===== config.mk =====
export PLATFORM = sky130hd
export DESIGN_NAME = minsec_stop_counter_flat
export DESIGN_NICKNAME = d
export VERILOG_FILES = /design/src/rtl/minsec_stop_pkg.sv /design/src/rtl/minsec_stop_counter_if.sv /design/src/rtl/minsec_stop_mod_counter.sv /design/src/rtl/minsec_stop_counter.sv /design/src/flat_wrapper.sv
export SDC_FILE = /design/constraint.sdc
export NUM_CORES = 1
export LEC_CHECK = 0
export ABC_AREA = 1
export ABC_CLOCK_PERIOD_IN_PS = 2300
export CAP_MARGIN = 20
export CORE_MARGIN = 1.5
export CORE_UTILIZATION = 30
export CTS_CLUSTER_SIZE = 24
export DETAILED_ROUTE_END_ITERATION = 6
export PLACE_DENSITY = 0.53
export SLEW_MARGIN = 25
export SYNTH_ARGS = -nofsm -noshare
export SYNTH_HDL_FRONTEND = slang
export SYNTH_SLANG_ARGS = --single-unit
export TNS_END_PERCENT = 100

===== constraint.sdc =====
create_clock -name clk -period 2.3 [get_ports clk]
set_input_delay 0.345 -clock clk [delete_from_list [all_inputs] [get_ports clk]]
set_output_delay 0.345 -clock clk [all_outputs]
set_load 0.01 [all_outputs]

===== src/rtl/minsec_stop_pkg.sv =====
// Shared definitions for the MM:SS.CC stopwatch time-base counter.
package minsec_stop_pkg;

  typedef enum logic [1:0] {
    IDLE = 2'd0,
    RUN  = 2'd1,
    STOP = 2'd2
  } state_t;

  localparam int TICKS_PER_CS_DEF = 10;
  localparam int CS_MAX_DEF       = 100;
  localparam int SEC_MAX_DEF      = 60;
  localparam int MIN_MAX_DEF      = 60;

  localparam int CS_W  = 7;
  localparam int SEC_W = 6;
  localparam int MIN_W = 6;

endpackage


===== src/rtl/minsec_stop_counter_if.sv =====
// Control pulses in, MM:SS.CC time and status out.
interface minsec_stop_counter_if;
  import minsec_stop_pkg::*;

  logic             i_tick;
  logic             i_run_stop;
  logic             i_clear;
  logic [CS_W-1:0]  o_cs;
  logic [SEC_W-1:0] o_sec;
  logic [MIN_W-1:0] o_min;
  logic             o_running;
  logic             o_rollover;

  // Driver side: tick generator and debounced buttons.
  modport master (
    output i_tick, i_run_stop, i_clear,
    input  o_cs, o_sec, o_min, o_running, o_rollover
  );

  // Counter side.
  modport slave (
    input  i_tick, i_run_stop, i_clear,
    output o_cs, o_sec, o_min, o_running, o_rollover
  );
endinterface


===== src/rtl/minsec_stop_mod_counter.sv =====
// Generic modulo-N counter: synchronous clear, count enable, and a
// combinational carry so a chain of these settles within one edge.
module minsec_stop_mod_counter #(
  parameter int MODULUS = 10,
  parameter int W       = 4
) (
  input  logic         clk,
  input  logic         reset,
  input  logic         clear,
  input  logic         en,
  output logic [W-1:0] count,
  output logic         carry
);
  localparam logic [W-1:0] LAST = W'(MODULUS - 1);

  // Carry is raised on the enabled step that wraps LAST back to zero.
  assign carry = en && (count == LAST);

  // Count register: clear has priority over enable.
  always_ff @(posedge clk or posedge reset) begin
    // NOTE: state is written with <= only, so every register in the chain
    // samples the pre-edge values and the cascade cannot race.
    if (reset)      count <= '0;
    else if (clear) count <= '0;
    else if (en)    count <= (count == LAST) ? '0 : count + 1'b1;
  end
endmodule


===== src/rtl/minsec_stop_counter.sv =====
// Stopwatch time base: run/stop/clear FSM plus a prescaler -> cs -> sec
// -> min counter cascade, with a one-cycle pulse on wrap to 00:00.00.
module minsec_stop_counter
  import minsec_stop_pkg::*;
#(
  parameter int TICKS_PER_CS = TICKS_PER_CS_DEF,
  parameter int CS_MAX       = CS_MAX_DEF,
  parameter int SEC_MAX      = SEC_MAX_DEF,
  parameter int MIN_MAX      = MIN_MAX_DEF
) (
  input logic                 clk,
  input logic                 reset,
  minsec_stop_counter_if.slave bus
);
  localparam int PRE_W = (TICKS_PER_CS > 1) ? $clog2(TICKS_PER_CS) : 1;

  state_t           state;
  logic             running_q;
  logic             rollover_q;
  logic             count_en;
  logic             clear_cnt;
  logic [PRE_W-1:0] pre_count;
  logic [CS_W-1:0]  cs_count;
  logic [SEC_W-1:0] sec_count;
  logic [MIN_W-1:0] min_count;
  logic             pre_carry;
  logic             cs_carry;
  logic             sec_carry;
  logic             min_carry;

  // Gating uses the registered state, so a tick on the edge entering RUN is
  // dropped and a tick on the edge leaving RUN is kept.
  assign count_en  = (state == RUN) && bus.i_tick;
  assign clear_cnt = (state == STOP) && bus.i_clear;

  minsec_stop_mod_counter #(.MODULUS(TICKS_PER_CS), .W(PRE_W)) u_pre (
    .clk(clk), .reset(reset), .clear(clear_cnt), .en(count_en),
    .count(pre_count), .carry(pre_carry)
  );

  minsec_stop_mod_counter #(.MODULUS(CS_MAX), .W(CS_W)) u_cs (
    .clk(clk), .reset(reset), .clear(clear_cnt), .en(pre_carry),
    .count(cs_count), .carry(cs_carry)
  );

  minsec_stop_mod_counter #(.MODULUS(SEC_MAX), .W(SEC_W)) u_sec (
    .clk(clk), .reset(reset), .clear(clear_cnt), .en(cs_carry),
    .count(sec_count), .carry(sec_carry)
  );

  minsec_stop_mod_counter #(.MODULUS(MIN_MAX), .W(MIN_W)) u_min (
    .clk(clk), .reset(reset), .clear(clear_cnt), .en(sec_carry),
    .count(min_count), .carry(min_carry)
  );

  // Control FSM; o_running is registered alongside the state it mirrors.
  always_ff @(posedge clk or posedge reset) begin
    if (reset) begin
      state     <= IDLE;
      running_q <= 1'b0;
    end else begin
      case (state)
        IDLE: if (bus.i_run_stop) begin
          state     <= RUN;
          running_q <= 1'b1;
        end
        RUN: if (bus.i_run_stop) begin
          state     <= STOP;
          running_q <= 1'b0;
        end
        STOP: if (bus.i_clear) begin
          state     <= IDLE;
          running_q <= 1'b0;
        end else if (bus.i_run_stop) begin
          state     <= RUN;
          running_q <= 1'b1;
        end
        default: begin
          state     <= IDLE;
          running_q <= 1'b0;
        end
      endcase
    end
  end

  // Rollover pulse lands on the same edge the counters show 00:00.00.
  always_ff @(posedge clk or posedge reset) begin
    if (reset) rollover_q <= 1'b0;
    else       rollover_q <= min_carry;
  end

  assign bus.o_cs       = cs_count;
  assign bus.o_sec      = sec_count;
  assign bus.o_min      = min_count;
  assign bus.o_running  = running_q;
  assign bus.o_rollover = rollover_q;

  // Counter range guards.
  a_pre_range : assert property (@(posedge clk) disable iff (reset)
    int'(pre_count) < TICKS_PER_CS);
  a_cs_range  : assert property (@(posedge clk) disable iff (reset)
    int'(cs_count) < CS_MAX);
  a_sec_range : assert property (@(posedge clk) disable iff (reset)
    int'(sec_count) < SEC_MAX);
  a_min_range : assert property (@(posedge clk) disable iff (reset)
    int'(min_count) < MIN_MAX);
endmodule


===== src/flat_wrapper.sv =====
// flat-port wrapper written by rule: the top's interface ports become plain ports
module minsec_stop_counter_flat import minsec_stop_pkg::*;
#(
  parameter int TICKS_PER_CS = TICKS_PER_CS_DEF,
  parameter int CS_MAX       = CS_MAX_DEF,
  parameter int SEC_MAX      = SEC_MAX_DEF,
  parameter int MIN_MAX      = MIN_MAX_DEF
)
  (clk, reset, bus_i_tick, bus_i_run_stop, bus_i_clear, bus_o_cs, bus_o_sec, bus_o_min, bus_o_running, bus_o_rollover);
  minsec_stop_counter_if bus_i ();
  input logic clk;
  input logic reset;
  input wire logic [$bits(bus_i.i_tick)-1:0] bus_i_tick;
  input wire logic [$bits(bus_i.i_run_stop)-1:0] bus_i_run_stop;
  input wire logic [$bits(bus_i.i_clear)-1:0] bus_i_clear;
  output wire logic [$bits(bus_i.o_cs)-1:0] bus_o_cs;
  output wire logic [$bits(bus_i.o_sec)-1:0] bus_o_sec;
  output wire logic [$bits(bus_i.o_min)-1:0] bus_o_min;
  output wire logic [$bits(bus_i.o_running)-1:0] bus_o_running;
  output wire logic [$bits(bus_i.o_rollover)-1:0] bus_o_rollover;
  assign bus_i.i_tick = bus_i_tick;
  assign bus_i.i_run_stop = bus_i_run_stop;
  assign bus_i.i_clear = bus_i_clear;
  assign bus_o_cs = bus_i.o_cs;
  assign bus_o_sec = bus_i.o_sec;
  assign bus_o_min = bus_i.o_min;
  assign bus_o_running = bus_i.o_running;
  assign bus_o_rollover = bus_i.o_rollover;
  minsec_stop_counter #(.TICKS_PER_CS(TICKS_PER_CS), .CS_MAX(CS_MAX), .SEC_MAX(SEC_MAX), .MIN_MAX(MIN_MAX)) u_core (.clk(clk), .reset(reset), .bus(bus_i));
endmodule

# After elaboration in Yosys (flattened, before gate mapping)
# Index checks and enable logic that the tools add are counted.
# word_totals
mem_count,0
rom_bits,0
reg_bits,27
out_inout_bits,21
latchBits,0
wordCells,49
ram_bits,0
in_bits,5
# classes
order_cmp,0
shifts,0
add_sub_neg,4
n_div,0
mux,20
n_eq_ne,7
multipliers,0
bitwise_logic,0
n_reduce_logical,11
# op_table
operator,count
$mux 6,6
$mux 7,3
$add 6x1->6 const B,2
$eq 6x6->1 const B,2
$mux 4,3
$reduce_bool 2->1,4
$add 7x1->7 const B,1
$eq 7x7->1 const B,1
$logic_and 1x1->1,6
$mux 2,3
$pmux 2 s3,1
$add 4x1->4 const B,1
$eq 4x4->1 const B,1
$mux 1,3
$pmux 1 s3,1
$eq 2x1->1 const B,1
$eq 2x2->1 const B,1
$logic_not 2->1,1
$ne 2x2->1 const B,1

# Depth between registers and ports, before layout
# Gate-level depths: netlist of the first run.
# logic_depth
word_depth,7
mapped_depth,10
depth_no_buf,10

# Hierarchy
# Synthesis of the first run repeated with hierarchy kept, for this count alone.
# unflattened
cells_unflattened,223
hier_area_um2,1630.3
# modules_own_cells
mod,n_inst,cells_per_inst,seq_area_each_um2,area_per_inst_um2
minsec_stop_mod_counter (u_core.u_min ...),2,47,150.1,355.3
minsec_stop_mod_counter (u_core.u_cs),1,71,175.2,474.2
minsec_stop_mod_counter (u_core.u_pre),1,37,100.1,269.0
minsec_stop_counter,1,21,100.1,176.4

# Worst setup path after synthesis of the first run
# OpenSTA, ideal clock, no wires.
# synth_path
kind,register to register
from,reg u_core.u_sec.count[0]
to,reg u_core.u_min.count[5]
path_slack_ns,0.857
n_path_buf,0
synth_period_minus_slack_ns,1.443
setup_time_ns,0.065
stages_incl_launch_ff,8
t_required_ns,2.235
arrival_time_ns,1.378
path_cell_list,dfrtp_1 > ha_1 > nand2_1 > nor3_1 > nand3_2 > nand2_2 > nand2_1 > nand2_1
# synth_via
elab_chain_cells,3
# synth_lines
item,line_no,source
"start, declared",minsec_stop_mod_counter.sv:11,"output logic [W-1:0] count,"
"start signal, assigned",minsec_stop_mod_counter.sv:25,else if (en) count <= (count == LAST) ? '0 : count + 1'b1;
$eq 6x6->1,minsec_stop_mod_counter.sv:17,assign carry = en && (count == LAST);
$logic_and 1x1->1,minsec_stop_mod_counter.sv:17,
$reduce_bool 2->1 (no source line),n/a,
"end signal, assigned",minsec_stop_mod_counter.sv:25,
"end, declared",minsec_stop_mod_counter.sv:11,
# Every way passes these cells.
# A chain may end at the register's enable or synchronous reset.

# Worst setup path after layout of the first run
# layout_path
from,reg u_core.u_min.count[0]
to,out bus_o_min[0]
# layout_lines
item,line_no,source
"end, declared",flat_wrapper.sv:18,output wire logic [$bits(bus_i.o_min)-1:0] bus_o_min;
# No word-level cell between the ends.

==> results of run 1 <==
-- through the flow --
step	area [um2]	hold slack, ns	instances
after floorplan	1620	0.398	210
after global placement	1960	0.510	306
after detailed placement	1960	0.507	306
after CTS	2010	0.427	310
after global routing	2010	0.500	310
final	2010	0.406	310
-- cells by family after synthesis --
kind of cell    Yosys count
simple gates            124
buf+inv                  28
fa+ha+maj                 5
compound gates           17
xor+xnor                  9
flops                    27
-- power by group through the flow --
stage	combinational [mW]	sequential (mW)	clock, mW
6_report	0.482	0.708	0.281
5_1_grt	0.542	0.733	0.310
4_1_cts	0.489	0.711	0.292
3_5_place_dp	0.486	0.719	0
3_3_place_gp	0.487	0.718	0
2_1_floorplan	0.267	0.720	0
-- worst min path at each step --
stage / slack, ns / cells past startpoint / to
after global routing: 0.50 / 3 / u_core.bus.o_running
after detailed placement: 0.51 / 1 / u_core.state[1]
after floorplan: 0.40 / 1 / u_core.bus.o_rollover
final: 0.41 / 3 / u_core.bus.o_running
after global placement: 0.51 / 1 / u_core.state[1]
after CTS: 0.43 / 3 / u_core.bus.o_running
-- state kept, by name (all words and copies together), names as in the netlist --
register and cells:
u_core.state 2, u_core.u_cs.count 7, u_core.bus.o_running 1, u_core.bus.o_rollover 1, u_core.u_min.count 6, u_core.u_sec.count 6
u_core.u_pre.count 4
-- cells in the mapped netlist, types with 3 or more instances --
| library cell | instances | area, um2 |
|---|---|---|
| nand4_1 | 3 | 18.8 |
| a21oi_1 | 3 | 15.0 |
| o21ai_0 | 5 | 25.0 |
| nor2_1 | 28 | 105 |
| ha_1 | 5 | 62.6 |
| o21ai_1 | 3 | 15.0 |
| inv_2 | 4 | 15.0 |
| nand3_1 | 21 | 105 |
| inv_1 | 23 | 86.3 |
| xor2_1 | 7 | 61.3 |
| nand2_1 | 57 | 214 |
| nor3_1 | 5 | 25.0 |
| dfrtp_1 | 27 | 676 |
-- worst min-delay path: stages --
cell and delay [ns]:
clkdlybuf4s50_1 0.39, inv_1 0.05, buf_4 0.32
-- cell usage in the layout (no fill, tap or decap), drive strengths merged --
cell / instances
a21oi: 3
a22o: 1
buf: 2
clkbuf: 3
clkdlybuf4s50: 25
clkinv: 1
dfrtp: 27
ha: 5
inv: 27
nand2: 62
nand3: 23
nand3b: 1
nand4: 3
nor2: 30
nor3: 5
o21ai: 9
o21bai: 1
o22ai: 2
o31ai: 1
xnor2: 2
xor2: 7
-- layer usage --
layer	global-route usage	up-vias	share of wire
met5	0	-	0
met4	0.0389	0	0.0097
met3	0.0180	4	0.039
met2	0.219	36	0.44
met1	0.179	643	0.51
li1	-	735	-
-- final cells by class --
type                    instances  area (um2)  share of cell area
clock buffers                   3        41.3              0.0206
clock inverters                 1        5.00             0.00249
well taps                      70        87.6              0.0436
flip-flops and latches         27         676               0.337
inverters                      27         101              0.0505
multi-input cells             155         831               0.414
repair buffers                 27         265               0.132
==> metrics.yaml, run 1 <==
cells_and_area:
  final_util: 0.390
  syn_to_final_growth_pct: 24.2
  drive_above_1_share: 0.0833
  nNetsFinal: 251
  fillers: 562
  antenna_cells: 0
timing:
  skew_ns: 0.0112
  fmaxAchievable_mhz: 586
  period_share: 0.742
  setup_ws_ns: 0.594
  slew_viol_final: 0
  slew_headroom: 0.769
  rsz0062_at_grt: "false"
  setup_viol: 0
  finalSetupTns_ns: 0
  tightest_slew_ns: 0.346
  fin_crit_ns: 1.71
  hold_viol: 0
die:
  dieArea_um2: 5830
  placementRows: 26
  core_area_um2: 5140
  io_pins: 26
  die_h_um: 76.4
  die_w_um: 76.4
  initial_utilization: 0.314
worst_setup_path:
  end_kind: "primary output"
  cp.arrival_ns: 1.36
  cp.depth: 1
  regToRegSetupSlack_ns: 0.66
  worstSetupStartpointType: "register"
  required_ns: 1.96
  path_cells: "clkdlybuf4s50_1"
  cp_slowest_stage_delay_ns: 0.59
  crit_end: "bus_o_min[0]"
  critPathKind: "register to primary output"
  rr_startpoint: "u_core.u_cs.count[0]"
  path_buf_inv: 1
  crit_start: "u_core.u_min.count[0]"
  r2r_cells: 8
  critPathMaxFanout: 8
  critPathSlowestCell: "clkdlybuf4s50_1"
  r2r_end: "u_core.u_min.count[1]"
  crit_family: "buffers and inverters"
logic_synthesis:
  yosysSeqAreaShare: 0.418
  syn_nets: 220
  ys_types: 28
  muxShareOfSynthArea: 0
  synth_fa_ha_area_frac: 0.0387
  synth_ff_type: "dfrtp_1"
  avgSynthCellArea_um2: 7.69
  synthCells: 210
  synthArstFlopShare: 1.00
  synth_seq_cells: 27
  synth_xor_area_frac: 0.0488
  synth_compound_area_frac: 0.0620
  synth_warnings: 0
  synth_edf_count: 0
  synth_top_family_by_area: "simple AND/OR/NAND/NOR gates"
  synth_area_um2: 1620
  synthSimpleGateAreaFrac: 0.365
power_and_ir_drop:
  switching_share: 0.367
  combPwrFrac: 0.328
  seq_power_share: 0.481
  p_leak_nw: 1.01
  power.net_switching_mw: 0.540
  p_clk_frac: 0.191
  power_density_nw_per_um2: 733
  p_int_mw: 0.931
  p_total_mw: 1.47
  ir_drop_uv: 243
placed_design:
  place_ws_ns: 0.467
  gp_congestion: 0.825
  dp_hpwl_mm: 2.51
  io_buffers: 25
clock_tree:
  clockRootBuffer: "clkbuf_8"
  cts_buffer_depth: 2
  tritoncts.num_buffers: 3
  cts-resized-gates: 0
  cts_hold_buf: 0
  cts_tree: "built"
  insertion_delay_ns: 0.28
  clk_pin_slew_worst_paths_ns: 0.10
  clock-sinks: 27
  cts_max_level: 1
  post-cts-setup-buffers: 0
route:
  totalWireLength_mm: 3.50
  wire_per_inst_um: 11.3
  via_count: 1418
  drc_errors: 0
  drt_first_pass_iters: 5
  drt-initial-drc-count: 59
  ant_nets: 0
  viasPerCell: 4.57
global_routing:
  first_global_vias: 1402
  groute.usage.overall: 0.132
  grt_pass1_wl_mm: 6.39
  grt_max_degree: 28
  grt_overflow: 0
  antenna_found_initial: 0
flow_run:
  cap_viol_max_count: 0
min_path:
  hp-class: "primary input to async pin"
outcome:
  status: "complete, no violations"
(Power assumes the default switching activity.)
==> inputs of run 2 (changes only) <==
--- a/config.mk
+++ b/config.mk
@@ -6,7 +6,7 @@
 export NUM_CORES = 1
 export LEC_CHECK = 0
 export ABC_AREA = 1
-export ABC_CLOCK_PERIOD_IN_PS = 2300
+export ABC_CLOCK_PERIOD_IN_PS = 1600
 export CAP_MARGIN = 20
 export CORE_MARGIN = 1.5
 export CORE_UTILIZATION = 30
==> constraint.sdc (replaced) <==
create_clock -name clk -period 1.6 [get_ports clk]
set_input_delay 0.24 -clock clk [delete_from_list [all_inputs] [get_ports clk]]
set_output_delay 0.24 -clock clk [all_outputs]
set_load 0.01 [all_outputs]
==> metrics.yaml, run 2 (synthesized netlist as in run 1, its figures left out) <==
global_routing:
  grt_overflow: 0  # unchanged
  groute.usage.overall: 0.135  # +0.00289
  first_global_vias: 1414  # +0.86%
  grt_max_degree: 28  # unchanged
  antenna_found_initial: 0  # unchanged
  grt_pass1_wl_mm: 6.48  # +1.4%
clock_tree:
  cts_tree: "built"
  post-cts-setup-buffers: 0  # unchanged
  insertion_delay_ns: 0.27  # about the same
  clock-sinks: 27  # unchanged
  tritoncts.num_buffers: 3  # unchanged
  cts_max_level: 1  # unchanged
  clk_pin_slew_worst_paths_ns: 0.09  # about the same
  cts_buffer_depth: 2  # unchanged
  clockRootBuffer: "clkbuf_8"
worst_setup_path:
  worstSetupStartpointType: "register"
  path_cells: "buf_4 > clkdlybuf4s50_1"
  cp_slowest_stage_delay_ns: 0.53  # -0.06 ns
  critPathSlowestCell: "clkdlybuf4s50_1"
  critPathMaxFanout: 4  # -4
  crit_family: "buffers and inverters"
  cp.arrival_ns: 1.30  # -0.06 ns
  required_ns: 1.36  # -0.60 ns
  critPathKind: "register to primary output"
  path_buf_inv: 2  # +1
  end_kind: "primary output"
route:
  wire_per_inst_um: 11.0  # -2.7%
  drt-initial-drc-count: 87  # +47%
  drt_first_pass_iters: 4  # -1
  drc_errors: 0  # unchanged
  ant_nets: 0  # unchanged
  via_count: 1475  # +4.0%
  viasPerCell: 4.48  # -2.0%
  totalWireLength_mm: 3.61  # +3.3%
die:
  placementRows: 26  # unchanged
  initial_utilization: 0.314  # unchanged
  dieArea_um2: 5830  # unchanged
  io_pins: 26  # unchanged
  die_w_um: 76.4  # unchanged
  core_area_um2: 5140  # unchanged
  die_h_um: 76.4  # unchanged
timing:
  slew_viol_final: 0  # unchanged
  whs_ns: 0.315  # -0.0918 ns
  slew_headroom: 0.758  # -0.0109
  hold_viol: 0  # unchanged
  finalSetupTns_ns: 0  # unchanged
  skew_ns: 0.00428  # -0.00695 ns
  tightest_slew_ns: 0.363  # +0.0164 ns
  fin_crit_ns: 1.54
  rsz0062_at_grt: "false"
  period_share: 0.964
  setup_ws_ns: 0.0576  # -0.536 ns
  fmaxAchievable_mhz: 648
  setup_viol: 0  # unchanged
cells_and_area:
  nNetsFinal: 270  # +7.6%
  syn_to_final_growth_pct: 33.8
  design_area_um2: 2160  # +7.7%
  final_util: 0.421  # +0.0302
  reg_top3: "u_core.u_cs.count x7, u_core.u_min.count x6, u_core.u_sec.count x6"
  antenna_cells: 0  # unchanged
  drive_above_1_share: 0.170  # +0.0866
  largest_register_ff_count: 7  # unchanged
  regMostFlops: "u_core.u_cs.count"
  layout_commonest_cell: "nand2_1"
  final_cell_mix: "57 x nand2_1, 28 x nor2_1, 24 x clkdlybuf4s50_1"
  fillers: 549  # -2.3%
placed_design:
  io_buffers: 25  # unchanged
  place_ws_ns: 0.00218  # -0.465 ns
  dp_hpwl_mm: 2.69  # +7.2%
  place_area_um2: 2100  # +7.3%
  gp_congestion: 0.802  # -2.8%
power_and_ir_drop:
  p_leak_nw: 1.12  # +10%
  power_density_nw_per_um2: 995  # +36%
  ir_drop_uv: 389  # +60%
outcome:
  status: "complete, no violations"
flow_run:
  cap_viol_max_count: 0  # unchanged
min_path:
  hp-class: "primary input to async pin"
[run 2: cell count changes in the layout (fill, tap and decap cells not counted), sizes merged]
cell / before / now
clkinv: 1 / 0
buf: 2 / 21
dlymetal6s2s: 0 / 1
clkbuf: 3 / 4
clkdlybuf4s50: 25 / 24
[run 2: worst reg2reg max path, delay by kind of cell, from the launching register on]
kind | cells | cell delay [ns]
fa+ha+maj | 1 | 0.18
buf+inv | 1 | 0.15
flops | 1 | 0.37
simple gates | 6 | 0.68
[run 2: timing repair]
action,in CTS,in global routing
gates resized for setup,2,5
endpoints found under the setup margin,2,11
cloned,0,0
hold buffers,0,0
[run 2: area by class of cell]
cell class	instances	area [um2]	share of cell area
inverter	27	101	0.0469
multi-input combinational	155	836	0.387
timing repair buffer	46	410	0.190
sequential	27	682	0.315
clock buffer	4	45.0	0.0208
tap	70	87.6	0.0405
[run 2: power by group]
group	internal [mW]	switching, mW	leakage, nW
Clock	0.178	0.215	0.0228
Combinational	0.378	0.374	0.744
Sequential	0.831	0.175	0.350
Total	1.39	0.763	1.12
[run 2: worst paths after layout]
path                                       start                    end  slack (ns)  cells after the start
setup / recovery            u_core.u_cs.count[2]            bus_o_cs[2]        0.06                      2
hold / removal                             reset  u_core.u_min.count[5]        0.31                      3
setup reg to reg           u_core.u_sec.count[1]  u_core.u_min.count[2]        0.17                      8
hold reg to reg                  u_core.state[1]        u_core.state[1]        0.52                      1
max in group asynchronous                  reset  u_core.u_min.count[2]        0.99                      3
min in group clk                 u_core.state[1]        u_core.state[1]        0.52                      1
[run 2: stage by stage]
stage          power, mW  std cells
5_1_grt             2.34        329
4_1_cts             2.18        329
3_5_place_dp        1.77        325
6_report            2.15        329
3_3_place_gp        1.77        325
2_1_floorplan       1.42        210
[run 2: layer usage]
metal / track usage / part of all wire / vias up
met5: 0 / 0 / -
met4: 0.0500 / 0.0064 / 0
met3: 0.0192 / 0.035 / 2
met2: 0.226 / 0.44 / 29
met1: 0.177 / 0.52 / 676
li1: - / - / 768
==> inputs of run 3 (changes only) <==
--- a/config.mk
+++ b/config.mk
@@ -8,10 +8,11 @@
 export ABC_AREA = 1
 export ABC_CLOCK_PERIOD_IN_PS = 1600
 export CAP_MARGIN = 20
-export CORE_MARGIN = 1.5
+export CORE_MARGIN = 5
 export CORE_UTILIZATION = 30
 export CTS_CLUSTER_SIZE = 24
 export DETAILED_ROUTE_END_ITERATION = 6
+export MAX_ROUTING_LAYER = met4
 export PLACE_DENSITY = 0.53
 export SLEW_MARGIN = 25
 export SYNTH_ARGS = -nofsm -noshare
==> metrics.yaml, run 3 (synthesized netlist as in run 1, its figures left out) <==
outcome:
  status: "complete, no violations"
worst_setup_path:
  critPathSlowestCell: "clkdlybuf4s50_1"
  path_buf_inv: 1  # -1
  worstSetupStartpointType: "register"
  required_ns: 1.36  # about the same
  crit_family: "buffers and inverters"
  critPathMaxFanout: 6  # +2
  path_cells: "clkdlybuf4s50_1"
  end_kind: "primary output"
  cp_slowest_stage_delay_ns: 0.57  # +0.04 ns
  cp.arrival_ns: 1.30  # about the same
  critPathKind: "register to primary output"
die:
  initial_utilization: 0.312  # -0.00198
  io_pins: 26  # unchanged
  dieArea_um2: 6950  # +19%
  die_w_um: 83.4  # +9.2%
  placementRows: 26  # unchanged
  die_h_um: 83.4  # +9.2%
  core_area_um2: 5170  # +0.63%
cells_and_area:
  largest_register_ff_count: 7  # unchanged
  regMostFlops: "u_core.u_cs.count"
  reg_top3: "u_core.u_cs.count x7, u_core.u_min.count x6, u_core.u_sec.count x6"
  design_area_um2: 2140  # -0.98%
  syn_to_final_growth_pct: 32.5
  seq_area_um2: 679  # -0.37%
  fillers: 523  # -4.7%
  antenna_cells: 0  # unchanged
  layout_commonest_cell: "nand2_1"
  multi_input_area_um2: 843  # +0.90%
  drive_above_1_share: 0.161  # -0.00910
  nNetsFinal: 266  # -1.5%
  final_cell_mix: "57 x nand2_1, 27 x nor2_1, 24 x clkdlybuf4s50_1, 24 x dfrtp_1, 23 x inv_1"
timing:
  fmaxAchievable_mhz: 649  # about the same
  finalSetupTns_ns: 0  # unchanged
  slew_headroom: 0.761  # +0.00245
  setup_ws_ns: 0.0583  # +0.000642 ns
  tightest_slew_ns: 0.359  # -0.00367 ns
  setup_viol: 0  # unchanged
  slew_viol_final: 0  # unchanged
  skew_ns: 0.00388  # -0.000403 ns
  hold_viol: 0  # unchanged
  fin_crit_ns: 1.54  # -0.000642 ns
  period_share: 0.964  # about the same
  rsz0062_at_grt: "false"
clock_tree:
  clockRootBuffer: "clkbuf_8"
  cts_buffer_depth: 2  # unchanged
  cts_max_level: 1  # unchanged
  cts_tree: "built"
  insertion_delay_ns: 0.27  # about the same
  clk_pin_slew_worst_paths_ns: 0.10  # about the same
  clock-sinks: 27  # unchanged
  tritoncts.num_buffers: 3  # unchanged
global_routing:
  grt_max_degree: 28  # unchanged
  grt_overflow: 0  # unchanged
  grt_pass1_wl_mm: 6.45  # -0.43%
  antenna_found_initial: 0  # unchanged
  groute.usage.overall: 0.114  # -0.0205
  first_global_vias: 1363  # -3.6%
route:
  totalWireLength_mm: 3.75  # +3.9%
  drt-initial-drc-count: 73  # -16%
  viasPerCell: 4.47  # -0.35%
  via_count: 1452  # -1.6%
  ant_nets: 0  # unchanged
  drt_first_pass_iters: 5  # +1
  wire_per_inst_um: 11.6  # +5.2%
  drc_errors: 0  # unchanged
placed_design:
  dp_hpwl_mm: 2.95  # +9.3%
  place_ws_ns: -0.0453  # -0.0475 ns
  gp_congestion: 0.858  # +7.0%
  place_area_um2: 2070  # -1.4%
  io_buffers: 25  # unchanged
min_path:
  hp-class: "primary input to async pin"
power_and_ir_drop:
  p_leak_nw: 1.10  # -1.8%
  ir_drop_uv: 478  # +23%
  power_density_nw_per_um2: 1030  # +3.9%
flow_run:
  cap_viol_max_count: 0  # unchanged
run 3: stage by stage:
step	cells	util	power, mW	hold WS [ns]
finish	325	0.414	2.21	0.315
floorplan	210	-	1.42	0.293
global placement	321	0.401	1.82	0.509
detailed placement	321	0.401	1.82	0.496
global route	325	0.414	2.39	0.337
CTS	325	0.410	2.24	0.320
run 3: cell type report:
cell class,instances,share of cell area
clock buffers,3,0.0193
clock inverters,1,0.00351
well taps,70,0.0409
repair buffers,42,0.178
flip-flops and latches,27,0.317
multi-input cells,155,0.394
inverters,27,0.0473
run 3: timing repair:
action	in CTS	in global routing
resized for setup	1	6
hold buffers	0	0
pin swaps	0	0
buffers inserted	0	0
endpoints found under the setup margin	1	15
run 3: report_power, final:
| part | leakage (nW) | internal (mW) | switching [mW] |
|---|---|---|---|
| logic | 0.722 | 0.408 | 0.421 |
| clock network | 0.0217 | 0.177 | 0.219 |
| registers | 0.352 | 0.829 | 0.158 |
| total | 1.10 | 1.41 | 0.798 |
run 3: routing by layer:
metal / wire length [um] / share of wire / global-route usage
met5: 0 / 0 / -
met4: 32 / 0.0085 / 0.0312
met3: 140 / 0.037 / 0.0168
met2: 1710 / 0.45 / 0.172
met1: 1880 / 0.50 / 0.160
run 3: path summary, 6_finish.rpt:
check	start	end	slack, ns	depth (start not counted)
max	u_core.u_min.count[3]	bus_o_min[3]	0.06	1
min	reset	u_core.u_sec.count[4]	0.31	3
max reg2reg	u_core.u_pre.count[1]	u_core.u_cs.count[1]	0.14	7
min reg2reg	u_core.state[1]	u_core.state[1]	0.51	1
max in group asynchronous	reset	u_core.u_cs.count[3]	0.99	3
min in group clk	u_core.state[1]	u_core.state[1]	0.51	1
